### src/rtl/log2_seq_if.sv
// log2_seq_if: start/done handshake, operand and result bundle for log2_seq.
`default_nettype none

interface log2_seq_if #(
  parameter int DATA_W = 32,
  parameter int FRAC_W = 8
);
  localparam int INT_W = $clog2(DATA_W);

  logic              start_i;
  logic [DATA_W-1:0] data_i;
  logic              busy_o;
  logic              done_o;
  logic              err_o;
  logic [INT_W-1:0]  int_o;
  logic [FRAC_W-1:0] frac_o;

  modport master (
    output start_i, data_i,
    input  busy_o, done_o, err_o, int_o, frac_o
  );

  modport slave (
    input  start_i, data_i,
    output busy_o, done_o, err_o, int_o, frac_o
  );
endinterface

`default_nettype wire

### src/rtl/log2_seq.sv
// ============================================================================
//  log2_seq : sequential base-2 logarithm (normalise, then square per frac bit)
//  Optional macro LOG2_SEQ_ROUND_EN: one guard bit, round-to-nearest frac_o.
//  Revision : 1.0
// ============================================================================
`default_nettype none

module log2_seq #(
  parameter int DATA_W = 32,
  parameter int FRAC_W = 8,
  parameter int MANT_W = 16,
  parameter int INT_W  = $clog2(DATA_W)
) (
  input  logic        clk_i,
  input  logic        rst_i,
  log2_seq_if.slave   bus
);

`ifdef LOG2_SEQ_ROUND_EN
  localparam int GUARD = 1;
`else
  localparam int GUARD = 0;
`endif
  localparam int ACC_W = FRAC_W + GUARD;
  localparam int CNT_W = $clog2(ACC_W + 1);
  localparam logic [INT_W-1:0] TOP_IDX  = INT_W'(DATA_W - 1);
  localparam logic [CNT_W-1:0] LAST_BIT = CNT_W'(ACC_W - 1);

  typedef enum logic [1:0] {
    S_IDLE = 2'd0,
    S_NORM = 2'd1,
    S_FRAC = 2'd2,
    S_DONE = 2'd3
  } state_t;

  state_t            state;
  state_t            state_nxt;

  logic [DATA_W-1:0] shreg;
  logic [INT_W-1:0]  lz_cnt;
  logic [INT_W-1:0]  int_work;
  logic [MANT_W-1:0] mant;
  logic [CNT_W-1:0]  bit_cnt;
  logic [ACC_W-1:0]  acc;
  logic [INT_W-1:0]  int_q;
  logic [FRAC_W-1:0] frac_q;
  logic              err_q;

  logic              accept;
  logic              data_zero;
  logic [MANT_W:0]   sq_top;
  logic [MANT_W-1:0] mant_nxt;
  logic [ACC_W-1:0]  acc_nxt;
  logic [FRAC_W-1:0] frac_fin;

  assign accept    = bus.start_i && ((state == S_IDLE) || (state == S_DONE));
  assign data_zero = (bus.data_i == '0);

  // Keep only square bits 2*MANT_W-1 .. MANT_W-1; lower bits never reach the mantissa.
  assign sq_top   = (MANT_W+1)'(({{MANT_W{1'b0}}, mant} * {{MANT_W{1'b0}}, mant}) >> (MANT_W - 1));
  assign mant_nxt = sq_top[MANT_W] ? sq_top[MANT_W:1] : sq_top[MANT_W-1:0];
  assign acc_nxt  = ACC_W'({acc, sq_top[MANT_W]});

`ifdef LOG2_SEQ_ROUND_EN
  logic [FRAC_W:0] rnd_sum;
  assign rnd_sum  = {1'b0, acc_nxt[ACC_W-1:1]} + {{FRAC_W{1'b0}}, acc_nxt[0]};
  assign frac_fin = rnd_sum[FRAC_W] ? {FRAC_W{1'b1}} : rnd_sum[FRAC_W-1:0];
`else
  assign frac_fin = acc_nxt;
`endif

  always_ff @(posedge clk_i or posedge rst_i) begin
    if (rst_i) state <= S_IDLE;
    else       state <= state_nxt;
  end

  always_comb begin
    state_nxt = state;
    case (state)
      S_IDLE: if (accept) state_nxt = data_zero ? S_DONE : S_NORM;
      S_NORM: if (shreg[DATA_W-1]) state_nxt = S_FRAC;
      S_FRAC: if (bit_cnt == LAST_BIT) state_nxt = S_DONE;
      S_DONE: begin
        if (accept) state_nxt = data_zero ? S_DONE : S_NORM;
        else        state_nxt = S_IDLE;
      end
      default: state_nxt = S_IDLE;
    endcase
  end

  always_ff @(posedge clk_i or posedge rst_i) begin
    if (rst_i) begin
      shreg    <= '0;
      lz_cnt   <= '0;
      int_work <= '0;
      mant     <= '0;
      bit_cnt  <= '0;
      acc      <= '0;
      int_q    <= '0;
      frac_q   <= '0;
      err_q    <= 1'b0;
    end else if (accept) begin
      if (data_zero) begin
        err_q  <= 1'b1;
        int_q  <= '0;
        frac_q <= '0;
      end else begin
        shreg  <= bus.data_i;
        lz_cnt <= '0;
        err_q  <= 1'b0;
        acc    <= '0;
      end
    end else begin
      case (state)
        S_NORM: begin
          if (!shreg[DATA_W-1]) begin
            shreg  <= shreg << 1;
            lz_cnt <= lz_cnt + 1'b1;
          end else begin
            int_work <= TOP_IDX - lz_cnt;
            mant     <= shreg[DATA_W-1 -: MANT_W];
            bit_cnt  <= '0;
          end
        end
        S_FRAC: begin
          acc     <= acc_nxt;
          mant    <= mant_nxt;
          bit_cnt <= bit_cnt + 1'b1;
          if (bit_cnt == LAST_BIT) begin
            int_q  <= int_work;
            frac_q <= frac_fin;
          end
        end
        default: ;
      endcase
    end
  end

  assign bus.busy_o = (state == S_NORM) || (state == S_FRAC);
  assign bus.done_o = (state == S_DONE);
  assign bus.err_o  = err_q;
  assign bus.int_o  = int_q;
  assign bus.frac_o = frac_q;

endmodule

`default_nettype wire

### src/flat_wrapper.sv
// flat-port wrapper written by rule: the top's interface ports become plain ports
module log2_seq_flat 
#(
  parameter int DATA_W = 32,
  parameter int FRAC_W = 8,
  parameter int MANT_W = 16,
  parameter int INT_W  = $clog2(DATA_W)
)
  (clk_i, rst_i, bus_start_i, bus_data_i, bus_busy_o, bus_done_o, bus_err_o, bus_int_o, bus_frac_o);
  log2_seq_if #(.DATA_W(DATA_W), .FRAC_W(FRAC_W)) bus_i ();
  input  logic clk_i;
  input  logic rst_i;
  input wire logic [$bits(bus_i.start_i)-1:0] bus_start_i;
  input wire logic [$bits(bus_i.data_i)-1:0] bus_data_i;
  output wire logic [$bits(bus_i.busy_o)-1:0] bus_busy_o;
  output wire logic [$bits(bus_i.done_o)-1:0] bus_done_o;
  output wire logic [$bits(bus_i.err_o)-1:0] bus_err_o;
  output wire logic [$bits(bus_i.int_o)-1:0] bus_int_o;
  output wire logic [$bits(bus_i.frac_o)-1:0] bus_frac_o;
  assign bus_i.start_i = bus_start_i;
  assign bus_i.data_i = bus_data_i;
  assign bus_busy_o = bus_i.busy_o;
  assign bus_done_o = bus_i.done_o;
  assign bus_err_o = bus_i.err_o;
  assign bus_int_o = bus_i.int_o;
  assign bus_frac_o = bus_i.frac_o;
  log2_seq #(.DATA_W(DATA_W), .FRAC_W(FRAC_W), .MANT_W(MANT_W), .INT_W(INT_W)) u_core (.clk_i(clk_i), .rst_i(rst_i), .bus(bus_i));
endmodule
### config.mk
export PLATFORM = sky130hd
export DESIGN_NAME = log2_seq_flat
export DESIGN_NICKNAME = d
export VERILOG_FILES = /design/src/rtl/log2_seq_if.sv /design/src/rtl/log2_seq.sv /design/src/flat_wrapper.sv
export SDC_FILE = /design/constraint.sdc
export NUM_CORES = 1
export LEC_CHECK = 0
export BUFFER_PORTS_ARGS = -buffer_cell sky130_fd_sc_hd__buf_2
export CAP_MARGIN = 20
export CELL_PAD_IN_SITES_DETAIL_PLACEMENT = 0
export CELL_PAD_IN_SITES_GLOBAL_PLACEMENT = 2
export CORE_ASPECT_RATIO = 0.5
export CORE_MARGIN = 1.5
export CORE_UTILIZATION = 30
export DETAILED_ROUTE_END_ITERATION = 8
export HOLD_SLACK_MARGIN = 0.12
export PLACE_DENSITY = 0.69
export RECOVER_POWER = 100
export SYNTH_ARGS = -nofsm -noshare
export SYNTH_HDL_FRONTEND = slang
export SYNTH_SLANG_ARGS = --single-unit
### constraint.sdc
create_clock -name clk_i -period 10.75 [get_ports clk_i]
set_clock_uncertainty 0.05 [all_clocks]
set_input_delay 0.5375 -clock clk_i [delete_from_list [all_inputs] [get_ports clk_i]]
set_output_delay 0.5375 -clock clk_i [all_outputs]
set_load 0.1 [all_outputs]
==> results of run 1 <==
-- layout make-up --
| type | instances | area, µm² |
|---|---|---|
| Fill cell | 3845 | 24200 |
| Multi-Input combinational cell | 880 | 7850 |
| Sequential cell | 85 | 2130 |
| Inverter | 255 | 958 |
| Tap cell | 484 | 606 |
| Timing Repair Buffer | 59 | 282 |
| Clock buffer | 10 | 239 |
| Clock inverter | 6 | 45.0 |
-- sequential cells by signal (all words and copies together), names as in the netlist --
name	flops
u_core.state	2
u_core.shreg	32
u_core.bit_cnt	4
u_core.lz_cnt	5
u_core.bus.frac_o	8
u_core.acc	7
u_core.int_work	5
u_core.mant	16
u_core.bus.int_o	5
u_core.bus.err_o	1
-- Yosys cell counts (all sizes together) (7+ instances only) --
| cell type | count |
|---|---|
| clkbuf | 47 |
| o21ai | 55 |
| and3 | 10 |
| nor3 | 8 |
| xnor2 | 11 |
| a31oi | 13 |
| or3 | 7 |
| nor2 | 83 |
| nor4 | 11 |
| ha | 107 |
| buf | 8 |
| inv | 255 |
| nand4 | 13 |
| nand2 | 152 |
| fa | 161 |
| and2 | 37 |
| nand3 | 18 |
| a21oi | 94 |
| xor2 | 11 |
| dfrtp | 85 |
| nor3b | 30 |
-- stage by stage --
stage | hold WS (ns) | utilization | instance area (µm²) | setup slack, ns | std cells
after floorplan | 0.393 | - | 11200 | 4.62 | 1275
after global placement | 0.410 | 0.327 | 11900 | 3.28 | 1762
after detailed placement | 0.418 | 0.327 | 11900 | 3.18 | 1762
after CTS | 0.377 | 0.335 | 12200 | 3.20 | 1779
after global routing | 0.372 | 0.334 | 12100 | 2.40 | 1779
final | 0.381 | 0.334 | 12100 | 2.82 | 1779
-- worst paths after layout --
path / cells after the start / endpoint / from / slack, ns
worst max-delay path: 21 / u_core.mant[2] / u_core.mant[12] / 2.82
worst min-delay path: 3 / u_core.shreg[0] / bus_data_i[0] / 0.38
worst max register to register: 21 / u_core.mant[2] / u_core.mant[12] / 2.82
worst min register to register: 2 / u_core.int_work[2] / u_core.int_work[2] / 0.43
max in group asynchronous: 4 / u_core.mant[11] / rst_i / 5.67
min in group asynchronous: 3 / u_core.bus.frac_o[2] / rst_i / 0.81
-- kinds of logic (layout without fill, tap and decap cells) --
family	after synthesis	in the layout	share of synthesized area
mux	7	7	0.00639
buf+inv	310	330	0.106
compound gates	199	199	0.105
simple gates	384	384	0.166
fa+ha+maj	268	268	0.409
xor+xnor	22	22	0.0173
flops	85	85	0.190
-- tightest hold or removal path, cell delays in order --
cell and delay (ns):
buf_2 0.11, nand2_1 0.05, nand2_1 0.05
-- layer usage --
metal | part of all wire | vias to the layer above
met1 | 0.48 | 4203
met5 | 0.00040 | -
met4 | 0.0042 | 2
met2 | 0.47 | 164
met3 | 0.045 | 14
li1 | - | 4075
-- what timing repair did --
action                     in CTS  in global routing
hold buffers                    1                  0
hold endpoints to repair       16                  0
setup endpoints to repair       0                  0
==> results.py, run 1 <==
metrics = {
    "route": {
        "initialDrtViolationCount": 454,
        "drc": 0,
        "drt_first_pass_iters": 5,
        "wl_um": 29900,
        "dr_total_vias": 8458,
        "wl_per_cell_um": 16.8,
        "viasPerCell": 4.75,
        "ant_nets": 0,
    },
    "critical_path": {
        "crit_path_cell_trace": "inv_1, nor2_1, inv_1, fa_1, fa_1, inv_1, fa_1, fa_1, fa_1, inv_1, fa_1, inv_1, ha_1, nand2_1, o21ai_0, a22oi_1, a21o_1, a31oi_1, or2_0, o21ai_0, o31ai_1",
        "cp_data_required_time_ns": 10.95,
        "crit_type": "flop to flop",
        "cpMostUsedCell": "fa_1",
        "cp-start-kind": "flop",
        "cp.arrival_ns": 8.13,
        "crit_path_end_kind": "flop",
        "max_stage_delay_ns": 0.78,
        "crit_family": "adder cells",
        "cp_num_buf_inv": 5,
        "crit_fanout": 13,
        "cp_slowest_cell": "or2_0",
    },
    "cts": {
        "cts_tree": "built",
        "clk_path_buf_depth": 2,
        "cts_resized": 0,
        "cts_inserted_buffers": 9,
        "insertion_delay_ns": 0.35,
        "cts_max_level": 3,
        "cts_sinks": 85,
        "path_clk_slew_ns": 0.07,
        "root_buffer": "clkbuf_16",
        "post_cts_buffers": 0,
    },
    "placed_design": {
        "numPortBuffers": 50,
        "routabilityCongestion": 0.829,
        "hpwl_um": 23900,
    },
    "finish": {
        "layout_commonest_cell": "inv_1",
        "final_cell_mix": "254 x inv_1, 161 x fa_1, 152 x nand2_1, 107 x ha_1, 92 x a21oi_1",
        "area_growth_pct": 8.43,
        "nNetsFinal": 1593,
        "drive_gt1_frac": 0.0541,
        "diodes": 0,
    },
    "run_status": {
        "status": "complete, but fails checks",
        "violations": "max-capacitance violations, max-slew violations",
    },
    "timing": {
        "hold_violations": 0,
        "period_share": 0.738,
        "min_period_ns": 7.93,
        "max_freq_mhz": 126,
        "final_max_slew_viol_count": 232,
        "final.setup.tns_ns": 0,
        "max-slew-margin-rel": -1.63,
        "worst_pin_slew_ns": 3.94,
        "rsz0062_at_grt": "no",
        "finalSetupViolCount": 0,
    },
    "synthesis": {
        "yosysUniqueCellTypes": 63,
        "synth_warnings": 0,
        "ys_seq_area_frac": 0.190,
        "synth_area_leaders": "fa_1 29%, dfrtp_1 19%, ha_1 12%, inv_1 8.6%, nand2_1 5.1%",
        "syn_area_um2": 11200,
        "synth_seq_cells": 85,
        "ys.flop_type": "dfrtp_1",
        "synth_nets": 1578,
        "synth-edff-count": 0,
        "synth.avg_cell_area_um2": 8.76,
        "synthArstFlopShare": 1.00,
        "synthCells": 1275,
        "yosysTopAreaCell": "fa_1",
        "synth_top_area_share": 0.289,
    },
    "global_routing": {
        "grt_use_met2": 0.264,
        "track_usage": 0.161,
        "met3_usage": 0.0219,
        "grt_pass1_wl_um": 48600,
        "grt_max_degree": 70,
        "antenna_found_initial": 1,
        "overflow": 0,
        "grt.busiest_layer": "met2",
        "use_met1": 0.234,
        "first_global_vias": 8823,
    },
    "floorplanning": {
        "die_h_um": 139,
        "pin_count": 51,
        "start_util": 0.308,
        "die-area_um2": 38500,
        "die_w_um": 276,
        "core_area_um2": 36300,
        "rows": 49,
    },
    "worst_hold_path": {
        "min_path_type": "input port to flop",
    },
    "job": {
        "cap_violations": 4,
    },
}
Power of run 1 is left out: the tool's default activity adds up to more than one toggle a clock period on the data nets, which glitch-free logic cannot reach.
==> inputs of run 2 (changes only) <==
- ABC_AREA: unset -> 1
- PLACE_DENSITY: 0.69 -> 0.71
- clock period: 10.75 -> 7.99 ns (I/O delays scaled with it)
==> results.py, run 2 <==
metrics = {
    "route": {
        "viasPerCell": 4.49,
        "drt_first_pass_iters": 5,
        "ant_nets": 0,
        "dr_total_vias": 9627,
        "drc": 0,
        "wl_per_cell_um": 15.6,
        "initialDrtViolationCount": 465,
        "wl_um": 33500,
    },
    "synthesis": {
        "ys.flop_type": "dfrtp_1",
        "synth_area_leaders": "fa_1 26%, dfrtp_1 17%, inv_1 13%, nand2_1 11%, ha_1 11%",
        "synth.avg_cell_area_um2": 7.74,
        "syn_area_um2": 12300,
        "ys_seq_area_frac": 0.173,
        "synth_nets": 1895,
        "synth_warnings": 0,
        "synthCells": 1592,
        "yosysUniqueCellTypes": 44,
        "synthArstFlopShare": 1.00,
        "netlist_top_cells_count": "413 x inv_1, 364 x nand2_1, 161 x fa_1, 107 x ha_1, 98 x nand3_1",
        "synth_most_common_cell": "inv_1",
        "synth_top_area_share": 0.261,
        "synth_seq_cells": 85,
        "synth-edff-count": 0,
        "yosysTopAreaCell": "fa_1",
    },
    "critical_path": {
        "cp_num_buf_inv": 7,
        "crit_path_end_kind": "flop",
        "crit_fanout": 16,
        "max_stage_delay_ns": 0.85,
        "r2r-start": "u_core.mant[7]",
        "cp_slowest_cell": "dfrtp_1",
        "crit_family": "adder cells",
        "cpMostUsedCell": "nand2_1",
        "crit_path_start": "u_core.mant[7]",
        "crit_type": "flop to flop",
        "cp_data_required_time_ns": 8.19,
        "cp.arrival_ns": 6.82,
        "cp-start-kind": "flop",
    },
    "finish": {
        "layout_commonest_cell": "inv_1",
        "final.fill_count": 4444,
        "largest_reg_flops": 32,
        "final_cell_mix": "415 x inv_1, 369 x nand2_1, 161 x fa_1, 107 x ha_1, 98 x nand3_1",
        "ff_latch_area_um2": 2130,
        "multi_input_area_um2": 8240,
        "diodes": 0,
        "drive_gt1_frac": 0.0574,
        "area_growth_pct": 6.90,
        "nNetsFinal": 1902,
        "regMostFlops": "u_core.shreg",
        "postLayoutCoreUtil": 0.326,
    },
    "floorplanning": {
        "die_h_um": 146,
        "die_w_um": 290,
        "core_area_um2": 40500,
        "pin_count": 51,
        "start_util": 0.305,
        "rows": 52,
        "die-area_um2": 42400,
    },
    "global_routing": {
        "antenna_found_initial": 1,
        "overflow": 0,
        "grt_pass1_wl_um": 55400,
        "track_usage": 0.168,
        "grt_max_degree": 68,
        "first_global_vias": 10300,
    },
    "timing": {
        "max_freq_mhz": 151,
        "max-slew-margin-rel": -1.50,
        "final.setup.tns_ns": 0,
        "finalSetupViolCount": 0,
        "final_max_slew_viol_count": 235,
        "period_share": 0.829,
        "hold_ws_ns": 0.212,
        "min_period_ns": 6.62,
        "hold_violations": 0,
        "rsz0062_at_grt": "no",
        "worst_pin_slew_ns": 3.75,
        "setup_ws_ns": 1.37,
    },
    "cts": {
        "post_cts_buffers": 0,
        "cts_sinks": 85,
        "path_clk_slew_ns": 0.08,
        "insertion_delay_ns": 0.35,
        "cts_tree": "built",
        "root_buffer": "clkbuf_16",
        "clk_path_buf_depth": 2,
        "cts_max_level": 3,
        "cts_inserted_buffers": 9,
    },
    "placed_design": {
        "numPortBuffers": 50,
        "hpwl_um": 27600,
        "place_ws_ns": 1.55,
        "routabilityCongestion": 0.809,
    },
    "run_status": {
        "violations": "max-capacitance violations, max-slew violations",
        "status": "complete, but fails checks",
    },
    "worst_hold_path": {
        "min_from": "bus_data_i[0]",
        "min_path_type": "input port to flop",
    },
    "job": {
        "cap_violations": 5,
    },
}
-- run 2: cell types whose count changed in the layout (fill, tap and decap cells not counted), sizes merged, moves of 19 or more --
cell	delta
nand2	+221
nor3b	-30
o22ai	+19
inv	+164
a21oi	-62
and2	-37
nand3	+80
-- run 2: per-stage QoR --
| step | area, µm² | std cells |
|---|---|---|
| after CTS | 13300 | 2144 |
| final | 13200 | 2144 |
| after floorplan | 12300 | 1592 |
| after global routing | 13200 | 2144 |
| after detailed placement | 13000 | 2127 |
| after global placement | 13000 | 2127 |
-- run 2: what timing repair did --
item | 4_1_cts | 5_1_grt
resized for setup | 0 | 0
hold endpoints to repair | 18 | 0
hold buffers | 1 | 0
-- run 2: metal layers --
metal	vias to the layer above	global-route usage	routed length (µm)
met5	-	0	12
met4	2	0.0187	175
met3	20	0.0155	803
met2	120	0.287	16000
met1	4677	0.236	16600
li1	4808	-	-
-- run 2: area by class of cell --
| class | count | share of cell area |
|---|---|---|
| Multi-Input combinational cell | 1031 | 0.625 |
| Sequential cell | 85 | 0.161 |
| Inverter | 419 | 0.119 |
| Tap cell | 540 | 0.0513 |
| Timing Repair Buffer | 53 | 0.0189 |
| Clock buffer | 10 | 0.0181 |
| Clock inverter | 6 | 0.00589 |
-- run 2: path summary, 6_finish.rpt --
kind | endpoint | slack, ns | cells after the start
worst max-delay path | u_core.mant[13] | 1.37 | 26
worst min-delay path | u_core.shreg[0] | 0.21 | 3
worst max register to register | u_core.mant[13] | 1.37 | 26
worst min register to register | u_core.int_work[4] | 0.42 | 1
max in group asynchronous | u_core.shreg[19] | 3.22 | 4
min in group asynchronous | u_core.mant[14] | 0.68 | 3
-- run 2: worst min-delay path, cell delays in order --
cell	delay (ns)
buf_2	0.09
nand2_1	0.04
nand2_1	0.05
-- run 2: cell families after synthesis --
family,share of synthesized area
AO/OA/AOI/OAI,0.0864
XOR/XNOR,0.0142
adder cells (fa/ha/maj),0.370
buffers and inverters,0.151
flip-flops,0.173
AND/OR/NAND/NOR,0.206
Power of run 2 is left out for the same reason.
==> inputs of run 3 (changes only) <==
- clock period: 7.99 -> 6.26 ns (I/O delays scaled with it)
==> results.py, run 3 (synthesized netlist as in run 2, its figures left out) <==
metrics = {
    "run_status": {
        "status": "complete, but fails checks",
        "violations": "max-capacitance violations, max-slew violations",
    },
    "route": {
        "ant_nets": 0,
        "dr_total_vias": 9529,
        "viasPerCell": 4.39,
        "drc": 0,
        "initialDrtViolationCount": 470,
        "wl_um": 33100,
        "drt_first_pass_iters": 5,
        "wl_per_cell_um": 15.3,
    },
    "critical_path": {
        "cp_num_buf_inv": 6,
        "cp_slowest_cell": "fa_1",
        "crit_fanout": 15,
        "cpMostUsedCell": "nand2_1",
        "crit_family": "adder cells",
        "r2r_cells": 26,
        "cp-start-kind": "flop",
        "max_stage_delay_ns": 0.57,
        "cp.arrival_ns": 6.08,
        "path_depth": 26,
        "cp_data_required_time_ns": 6.45,
        "crit_type": "flop to flop",
        "crit_path_end_kind": "flop",
    },
    "finish": {
        "regMostFlops": "u_core.shreg",
        "nNetsFinal": 1929,
        "diodes": 0,
        "layout_commonest_cell": "inv_1",
        "drive_gt1_frac": 0.0809,
        "area_growth_pct": 8.65,
        "ff_latch_area_um2": 2140,
        "largest_reg_flops": 32,
        "multi_input_area_um2": 8230,
        "final.fill_count": 4445,
        "final_cell_mix": "413 x inv_1, 366 x nand2_1, 161 x fa_1, 107 x ha_1, 98 x nand3_1",
    },
    "cts": {
        "cts_tree": "built",
        "root_buffer": "clkbuf_16",
        "cts_sinks": 85,
        "cts_inserted_buffers": 9,
        "cts_max_level": 3,
        "insertion_delay_ns": 0.35,
        "clk_path_buf_depth": 2,
        "path_clk_slew_ns": 0.08,
    },
    "timing": {
        "period_share": 0.941,
        "finalSetupViolCount": 0,
        "min_period_ns": 5.89,
        "max_freq_mhz": 170,
        "hold_violations": 0,
        "worst_pin_slew_ns": 3.69,
        "max-slew-margin-rel": -1.46,
        "hold_ws_ns": 0.182,
        "final.setup.tns_ns": 0,
        "final_max_slew_viol_count": 92,
    },
    "floorplanning": {
        "rows": 52,
        "die-area_um2": 42400,
        "core_area_um2": 40500,
        "die_w_um": 290,
        "die_h_um": 146,
        "start_util": 0.305,
        "pin_count": 51,
    },
    "placed_design": {
        "numPortBuffers": 50,
        "hpwl_um": 27800,
        "routabilityCongestion": 0.787,
    },
    "global_routing": {
        "grt_pass1_wl_um": 55300,
        "first_global_vias": 10100,
        "overflow": 0,
        "antenna_found_initial": 1,
        "grt_max_degree": 67,
        "track_usage": 0.167,
    },
    "job": {
        "cap_violations": 2,
    },
    "worst_hold_path": {
        "min_path_type": "input port to flop",
        "whs_path_depth": 3,
    },
}
[run 3: changes by cell type in the layout (fill, tap and decap cells not counted), sizes merged]
cell | previous run | this run
buf | 34 | 60
inv | 420 | 421
dlygate4sd3 | 1 | 2
clkbuf | 28 | 27
[run 3: repair_timing]
item	in CTS	in global routing
buffers inserted	0	2
setup endpoints to repair	0	18
resized for setup	0	11
endpoints found under the hold margin	20	0
hold buffers	2	0
[run 3: worst min-delay path, cell delays in order]
cell	delay [ns]
buf_2	0.11
nand2_1	0.06
a31oi_1	0.07
[run 3: path summary, 6_finish.rpt]
| kind | endpoint | slack, ns | startpoint |
|---|---|---|---|
| max | u_core.mant[13] | 0.37 | u_core.mant[11] |
| min | u_core.shreg[8] | 0.18 | bus_data_i[8] |
| max reg2reg | u_core.mant[13] | 0.37 | u_core.mant[11] |
| min reg2reg | u_core.int_work[4] | 0.42 | u_core.lz_cnt[4] |
| max in group asynchronous | u_core.shreg[7] | 1.57 | rst_i |
| min in group asynchronous | u_core.bus.frac_o[2] | 0.62 | rst_i |
[run 3: per-layer routing]
| layer | share of wire | track usage |
|---|---|---|
| met2 | 0.47 | 0.278 |
| met3 | 0.027 | 0.0164 |
| met4 | 0.0055 | 0.0212 |
| met1 | 0.50 | 0.239 |
| met5 | 0.00039 | 0 |
[run 3: metrics by stage]
step | utilization | instance area (µm²) | worst slack, ns | std cells
after detailed placement | 0.325 | 13200 | 0.190 | 2151
after global routing | 0.331 | 13400 | -0.00133 | 2171
after global placement | 0.325 | 13200 | 0.166 | 2151
after floorplan | - | 12300 | 0.656 | 1592
after CTS | 0.334 | 13500 | 0.166 | 2169
final | 0.331 | 13400 | 0.367 | 2171
[run 3: final cells by class]
cell class | instances | area share
clock inverters | 7 | 0.00682
multi-input cells | 1031 | 0.615
well taps | 540 | 0.0504
repair buffers | 80 | 0.0339
flip-flops and latches | 85 | 0.160
inverters | 419 | 0.118
clock buffers | 9 | 0.0168
Power of run 3 is left out for the same reason.
